`src/rtl/dma_line_scheduler.sv`:
```
// Sequences line-buffer write commands into the SDRAM DMA: credit-limited issue,
// wrapping addresses inside the allocated region, completion tracking from the DMA status count.
module dma_line_scheduler #(
  parameter int CMD_FIFO_SIZE = 1,
  parameter int ADR_W         = 28
) (
  input  logic             CLK_80,
  input  logic             RESET,
  input  logic             CFG_START,
  input  logic             CFG_STOP,
  input  logic [ADR_W-1:0] CFG_BASE_ADR,
  input  logic [ADR_W-1:0] CFG_BUF_SIZE,
  input  logic [3:0]       CFG_STRIDE,
  input  logic [ADR_W-1:0] CFG_ALLOC_SIZE,
  input  logic [15:0]      CFG_BUF_CNT,
  input  logic [15:0]      DMA_STATUS_CNT,
  output logic             DMA_ON,
  output logic [ADR_W-1:0] DMA_ADR,
  output logic [ADR_W-1:0] DMA_BUF_SIZE,
  output logic             BUSY,
  output logic             DONE,
  output logic [15:0]      ISSUED_CNT,
  output logic [15:0]      COMPLETED_CNT,
  output logic             ERR
);

  localparam logic [3:0] FIFO_CREDITS = 4'(CMD_FIFO_SIZE);

  typedef enum logic [1:0] {S_IDLE, S_ARM, S_ISSUE, S_GAP} state_t;

  state_t           state_reg;
  logic [ADR_W-1:0] base_reg;
  logic [ADR_W-1:0] buf_size_reg;
  logic [ADR_W-1:0] alloc_reg;
  logic [ADR_W-1:0] offset_reg;
  logic [ADR_W+3:0] step_reg;
  logic [15:0]      buf_cnt_reg;
  logic [15:0]      baseline_reg;
  logic [3:0]       credits_reg;

  logic [15:0]      comp;
  logic [15:0]      delta;
  logic [15:0]      outstanding;
  logic             comp_overrun;
  logic             issue_go;
  logic             run_end;
  logic [ADR_W+3:0] offset_sum;
  logic [3:0]       credits_next;

  always_comb begin
    // Modulo-2^16 arithmetic keeps a wrapping status counter transparent.
    comp         = DMA_STATUS_CNT - baseline_reg;
    delta        = comp - COMPLETED_CNT;
    outstanding  = ISSUED_CNT - COMPLETED_CNT;
    comp_overrun = (delta > outstanding);
    issue_go     = (state_reg == S_ISSUE) && (credits_reg != 4'd0) &&
                   (ISSUED_CNT < buf_cnt_reg) && !CFG_STOP;
    run_end      = (state_reg != S_IDLE) && (COMPLETED_CNT == ISSUED_CNT) &&
                   ((ISSUED_CNT == buf_cnt_reg) || CFG_STOP);
    offset_sum   = {4'd0, offset_reg} + step_reg;
    // Without an overrun, delta never exceeds the outstanding count, so 4 bits suffice.
    credits_next = comp_overrun ? (FIFO_CREDITS - {3'd0, issue_go})
                                : (credits_reg + delta[3:0] - {3'd0, issue_go});
  end

  always_ff @(posedge CLK_80) begin
    if (RESET) begin
      state_reg     <= S_IDLE;
      base_reg      <= '0;
      buf_size_reg  <= '0;
      alloc_reg     <= '0;
      offset_reg    <= '0;
      step_reg      <= '0;
      buf_cnt_reg   <= '0;
      baseline_reg  <= '0;
      credits_reg   <= FIFO_CREDITS;
      DMA_ON        <= 1'b0;
      DMA_ADR       <= '0;
      DMA_BUF_SIZE  <= '0;
      BUSY          <= 1'b0;
      DONE          <= 1'b0;
      ISSUED_CNT    <= '0;
      COMPLETED_CNT <= '0;
      ERR           <= 1'b0;
    end else begin
      DMA_ON <= 1'b0;
      DONE   <= 1'b0;

      if (state_reg != S_IDLE) begin
        credits_reg   <= credits_next;
        COMPLETED_CNT <= comp_overrun ? ISSUED_CNT : comp;
        if (comp_overrun) begin
          ERR <= 1'b1;
        end
      end

      case (state_reg)
        S_IDLE: begin
          if (CFG_START) begin
            base_reg      <= CFG_BASE_ADR;
            buf_size_reg  <= CFG_BUF_SIZE;
            alloc_reg     <= CFG_ALLOC_SIZE;
            buf_cnt_reg   <= CFG_BUF_CNT;
            step_reg      <= (ADR_W+4)'(CFG_STRIDE) * (ADR_W+4)'(CFG_BUF_SIZE);
            baseline_reg  <= DMA_STATUS_CNT;
            offset_reg    <= '0;
            ISSUED_CNT    <= '0;
            COMPLETED_CNT <= '0;
            ERR           <= 1'b0;
            credits_reg   <= FIFO_CREDITS;
            BUSY          <= 1'b1;
            state_reg     <= S_ARM;
          end
        end
        S_ARM: begin
          if (run_end) begin
            DONE      <= 1'b1;
            BUSY      <= 1'b0;
            state_reg <= S_IDLE;
          end else begin
            state_reg <= S_ISSUE;
          end
        end
        S_ISSUE: begin
          if (run_end) begin
            DONE      <= 1'b1;
            BUSY      <= 1'b0;
            state_reg <= S_IDLE;
          end else if (issue_go) begin
            DMA_ON       <= 1'b1;
            DMA_ADR      <= base_reg + offset_reg;
            DMA_BUF_SIZE <= buf_size_reg;
            ISSUED_CNT   <= ISSUED_CNT + 16'd1;
            offset_reg   <= (offset_sum >= {4'd0, alloc_reg}) ? '0 : offset_sum[ADR_W-1:0];
            state_reg    <= S_GAP;
          end
        end
        S_GAP: begin
          if (run_end) begin
            DONE      <= 1'b1;
            BUSY      <= 1'b0;
            state_reg <= S_IDLE;
          end else begin
            state_reg <= S_ISSUE;
          end
        end
        default: state_reg <= S_IDLE;
      endcase
    end
  end

endmodule
```
`config.mk`:
```
export PLATFORM = sky130hd
export DESIGN_NAME = dma_line_scheduler
export DESIGN_NICKNAME = d
export VERILOG_FILES = /design/src/rtl/dma_line_scheduler.sv
export SDC_FILE = /design/constraint.sdc
export NUM_CORES = 1
export LEC_CHECK = 0
export CAP_MARGIN = 0
export CORE_UTILIZATION = 45
export CTS_CLUSTER_DIAMETER = 50
export DETAILED_ROUTE_END_ITERATION = 10
export DONT_BUFFER_PORTS = 1
export PLACE_DENSITY = 0.69
export SLEW_MARGIN = 25
export SYNTH_ARGS = -nofsm -noshare
export SYNTH_HDL_FRONTEND = slang
export SYNTH_SLANG_ARGS = --single-unit
```
`constraint.sdc`:
```
create_clock -name CLK_80 -period 5.2 [get_ports CLK_80]
set_input_delay 0.26 -clock CLK_80 [delete_from_list [all_inputs] [get_ports CLK_80]]
set_output_delay 0.26 -clock CLK_80 [all_outputs]
set_load 0.02 [all_outputs]
```
# Word level (Yosys, flattened, before mapping)
# Index checks and enable logic that the tools add are counted.
dict set report totals {
  regBits 274
  in_bits 124
}
dict set report op_classes {
  multipliers 1
  n_addsub 9
  bitwise_logic 3
  magnitude_cmp 3
  eq_ne 10
  n_reduce_logical 20
  n_mux 31
}
# cell count
set ops {}
lappend ops {{16-bit 2-to-1 mux} 7}
lappend ops {{28-bit 2-to-1 mux} 4}
lappend ops {{28-bit case mux with 2 select lines} 1}
lappend ops {{16-bit subtractor} 3}
lappend ops {{28-bit by 32-bit adder with 32-bit output} 1}
lappend ops {{16-bit equality test} 2}
lappend ops {{32-bit by 28-bit greater-or-equal comparator with 1-bit output} 1}
lappend ops {{4-bit by 28-bit multiplier with 32-bit output} 1}
lappend ops {{16-bit case mux with 2 select lines} 1}
lappend ops {{28-bit adder} 1}
lappend ops {{16-bit by 1-bit adder with 16-bit output (second input constant)} 1}
lappend ops {{16-bit greater-than comparator} 1}
lappend ops {{16-bit < comparator} 1}
lappend ops {{4-bit 2-to-1 mux} 4}
lappend ops {{1-bit 2-to-1 mux} 8}
lappend ops {{2-bit 2-to-1 mux} 4}
lappend ops {{2-bit != test (second input constant)} 3}
lappend ops {{2-bit case mux with 3 select lines} 1}
lappend ops {{2-bit AND reduction} 3}
lappend ops {{3-bit OR reduction} 2}
lappend ops {{1-bit logical AND} 5}
lappend ops {{4-bit adder} 1}
lappend ops {{2-bit equality test (second input constant)} 2}
lappend ops {{4-bit AND reduction} 1}
lappend ops {{14 further kinds} 18}

# Depth between registers and ports, before layout
dict set report depth {
  depth_word 9
  depth_mapped 28
  depth_no_buf 27
}

# Worst setup path before layout
# Ideal clock, no wire load.
dict set report synth_path {
  kind {input port to flip-flop}
  start {input DMA_STATUS_CNT[0]}
  end {register COMPLETED_CNT[14]}
  path_buffers 1
  setup_slack_ns -0.022
  setup_ns 0.061
  cell_stages 28
  required_ns 5.139
  t_arrival_ns 5.161
  cell_sequence {inv_1 > ha_1 > fa_1 > nor2b_1 > o21ai_1 > a21boi_1 > o211ai_1 > nand2_1 > a21oi_1 > xnor2_1 > ha_1 > and2_1 > a31o_2 > a41o_1 > o41ai_2 > o2111ai_1 > a21oi_1 > xnor3_1 > ha_1 > and4_1 > nand4_1 > nor4_1 > a21oi_1 > o21ai_1 > clkbuf_1 > nand2_1 > mux2_1 > nand2_1}
}
dict set report synth_via {
  elab_chain_cells 7
}
# element line
set synth_lines {}
lappend synth_lines {{start: declaration} 16} ;# input logic [15:0] DMA_STATUS_CNT,
lappend synth_lines {{16-bit subtractor *} 52} ;# comp = DMA_STATUS_CNT - baseline_reg;
lappend synth_lines {{16-bit subtractor} 53} ;# delta = comp - COMPLETED_CNT;
lappend synth_lines {{16-bit greater-than comparator} 55} ;# comp_overrun = (delta > outstanding);
lappend synth_lines {{16-bit 2-to-1 mux *} 91} ;# COMPLETED_CNT <= comp_overrun ? ISSUED_CNT : comp;
lappend synth_lines {{16-bit 2-to-1 mux *} 89} ;# if (state_reg != S_IDLE) begin
lappend synth_lines {{16-bit 2-to-1 mux} 99} ;# if (CFG_START) begin
lappend synth_lines {{16-bit 2-to-1 mux *} 97} ;# case (state_reg)
lappend synth_lines {{end signal: assignment} 91}
lappend synth_lines {{end: declaration} 23} ;# output logic [15:0] COMPLETED_CNT,
# Every way passes the cells marked *; elsewhere a longest branch is shown, timed or not.
# A chain may end at the register's enable or synchronous reset.

# Worst setup path in the final report
dict set report layout_path {
  start {register baseline_reg[0]}
  end {register COMPLETED_CNT[5]}
}
dict set report layout_via {
  elab_chain_cells 7
}
# element line
set layout_lines {}
lappend layout_lines {{start: declaration} 38} ;# logic [15:0] baseline_reg;
lappend layout_lines {{start signal: assignment} 75} ;# baseline_reg <= '0;
lappend layout_lines {{start signal: assignment} 105} ;# baseline_reg <= DMA_STATUS_CNT;
lappend layout_lines {{16-bit subtractor *} 52}
lappend layout_lines {{16-bit subtractor} 53}
lappend layout_lines {{16-bit greater-than comparator} 55}
lappend layout_lines {{16-bit 2-to-1 mux *} 91}
lappend layout_lines {{16-bit 2-to-1 mux *} 89}
lappend layout_lines {{16-bit 2-to-1 mux} 99}
lappend layout_lines {{16-bit 2-to-1 mux *} 97}
# Marked as above.

==> flow_metrics.py <==
metrics = {
    "yosys": {
        "synth-edff-count": 0,
        "yosysTopAreaCellShare_pct": 28.4,
        "synthTopCellsByArea": "dfxtp_1, ha_1, nand2_1, a21oi_1, fa_1",
        "synthCells": 2473,
        "avgSynthCellArea_um2": 7.80,
        "ys_seq_area_share_pct": 28.4,
        "synthFlopType": "dfxtp_1",
        "async_flop_share_pct": 0,
        "synthesis.area_mm2": 0.0193,
        "synth_cell_types": 83,
        "ys_seq_elements": 274,
        "syn-num-nets": 2858,
        "yosysTopAreaCell": "dfxtp_1",
        "ys_warn_count": 0,
    },
    "grt": {
        "grt_pass1_wl_um": 95600,
        "grt_pass1_vias": 18300,
        "antenna_found_initial": 0,
        "grt_use_total_pct": 27.3,
        "grt_overflow": 0,
        "grt_max_degree": 139,
    },
    "setup_path": {
        "cp_max_fo": 3,
        "crit_slowest_cell": "fa_2",
        "crit_type": "register to register",
        "cp-startpoint": "baseline_reg[0]",
        "required_ps": 5650,
        "worstPathArrival_ps": 5830,
        "cp-start-kind": "register",
        "critPathMaxStageDelay_ps": 360,
        "reg2reg_from": "baseline_reg[0]",
        "r2r_slack_ps": -180,
        "setup.worst_path.end_class": "register",
    },
    "final_layout": {
        "antenna_cells": 0,
        "final_nets": 3061,
        "drive_gt1_share_pct": 7.63,
        "final_common_cell": "nand2_1",
        "instances_no_fill": 3240,
        "layout_common_cells": "nand2_1, a21oi_1, dfxtp_1",
        "fin_area_mm2": 0.0237,
        "largest_reg_flops": 32,
        "syn_to_final_growth_pct": 22.6,
    },
    "timing": {
        "hold_violations": 0,
        "drv_slew": 0,
        "setup_viol": 18,
        "skew_ps": 21.4,
        "period_needed_ps": 5380,
        "max_freq_mhz": 186,
        "relSlewSlack_pct": 35.7,
        "setup_tns_ps": -1430,
        "tightest_slew_ps": 964,
        "period_share_pct": 103,
        "fin_ws_ps": -179,
        "timing.hold.ws_ps": 98.2,
        "rsz0062_at_grt": "yes",
    },
    "clocking": {
        "cts_buffer_depth": 3,
        "cts_tree": "built",
        "cts_root_buf": "clkbuf_16",
        "numCtsBuffers": 38,
        "h-tree-depth": 2,
        "clkTransAtPathRegs_ps": 60,
        "clk_latency_ps": 560,
        "cts_sinks": 274,
    },
    "placement": {
        "dp_hpwl_um": 43800,
        "port-buffer-count": 0,
        "routabilityCongestion": 0.967,
        "dp_cells": 2960,
        "placed_area_mm2": 0.0200,
    },
    "floorplan": {
        "coreArea_mm2": 0.0421,
        "dieArea_mm2": 0.0437,
        "die_x_um": 209,
        "die_y_um": 209,
        "start_util_pct": 45.8,
        "pin_count": 216,
        "row_count": 75,
    },
    "route": {
        "drtIter0Drc": 1311,
        "routed_wl_um": 60900,
        "post_drt_wl_per_cell_um": 18.8,
        "ant_nets": 0,
        "drt-pass1-iter-count": 6,
        "vias": 18400,
        "route.detailed.drc": 0,
        "viasPerCell": 5.68,
    },
    "power": {
        "power.leakage_nw": 10.7,
        "power_density_mw_per_mm2": 381,
        "vdd_drop_max_v": 0.000241,
    },
    "run": {
        "drv_cap": 0,
    },
    "hold_path": {
        "hold_start": "CFG_BUF_SIZE[0]",
        "hold_path_class": "primary input to register",
    },
    "status": {
        "outcome": "finished with violations",
        "violations": "negative setup slack",
    },
}
[power by group]
group | switching (W) | internal, W | total [W]
Combinational | 0.00217 | 0.00176 | 0.00393
Clock | 0.00105 | 0.00159 | 0.00264
Sequential | 0.000181 | 0.00226 | 0.00244
Total | 0.00340 | 0.00561 | 0.00901
[worst paths after layout]
kind	to	cells past startpoint
worst max-delay path	COMPLETED_CNT[5]	29
worst max register to register	COMPLETED_CNT[5]	29
worst min-delay path	step_reg[1]	4
worst min register to register	DMA_BUF_SIZE[18]	2
[metal layers]
metal / up-vias / track usage, % / share of wire [%]
met5: - / 0 / 0
met4: 0 / 10.2 / 3.5
met3: 124 / 5.35 / 6.2
met2: 559 / 47.7 / 49
met1: 8824 / 33.1 / 42
li1: 8891 / - / -
[critical path: cells and delay by family (launching register included)]
kind            cells  cell delay, ps
flops               1             330
xor+xnor            2             380
simple gates        7             890
buf+inv             4             520
compound gates     12            2000
fa+ha+maj           4            1140
[synthesized netlist by cell type, types with 5 or more instances]
| library cell | instances |
|---|---|
| nand2_1 | 555 |
| a21oi_1 | 301 |
| dfxtp_1 | 274 |
| ha_1 | 203 |
| inv_1 | 187 |
| nor2_1 | 112 |
| clkbuf_1 | 88 |
| xnor2_1 | 76 |
| o21ai_0 | 59 |
| fa_1 | 58 |
| a21o_1 | 56 |
| nand3_1 | 44 |
| and2_1 | 40 |
| xor2_1 | 40 |
| nor3_1 | 33 |
| o2111ai_1 | 22 |
| nand4_1 | 19 |
| nor2b_1 | 18 |
| o21a_1 | 18 |
| o21ai_1 | 17 |
| a211oi_1 | 16 |
| a31oi_1 | 16 |
| and3_1 | 13 |
| o211ai_1 | 13 |
| or3_1 | 13 |
| nand2b_1 | 12 |
| o21bai_1 | 11 |
| a311oi_1 | 10 |
| mux2i_1 | 10 |
| o21ai_2 | 10 |
| and4_1 | 9 |
| buf_2 | 7 |
| o31ai_1 | 7 |
| o41ai_1 | 6 |
| buf_1 | 5 |
| nor4_1 | 5 |
| or2_2 | 5 |
[metrics by stage]
stage,setup slack [ps],total power [W],utilization (%)
floorplan,27.7,0.00486,-
global placement,-321,0.00565,47.4
detailed placement,-458,0.00574,47.4
CTS,-231,0.00883,55.7
global route,-412,0.00953,56.1
finish,-179,0.00901,56.1
[area by class of cell]
class                      instances  area, um2
clock buffer                      46       1080
fill                            3863      18500
timing repair buffer             266       2580
tap                              539        674
multi-input combinational       1909      12900
sequential                       274       5490
inverter                         187        702
clock inverter                    19        185
[kinds of logic after synthesis]
group,Yosys count,share of synthesized area [%]
AOI/OAI and AO/OA,623,20.3
xor gates and xnor gates,117,5.38
adders and majority gates,261,19.2
buffers and inverters,290,5.75
DFF,274,28.4
muxes,12,0.694
and+or+nand+nor,896,20.3
[timing repair]
| action | in CTS | in global routing |
|---|---|---|
| pin swaps | 24 | 26 |
| hold buffers | 199 | 0 |
| endpoints found under the setup margin | 21 | 49 |
| endpoints found under the hold margin | 218 | 0 |
| gates cloned | 1 | 0 |
| buffers inserted | 12 | 4 |
| gates resized for setup | 27 | 31 |
(Power assumes the default switching activity.)
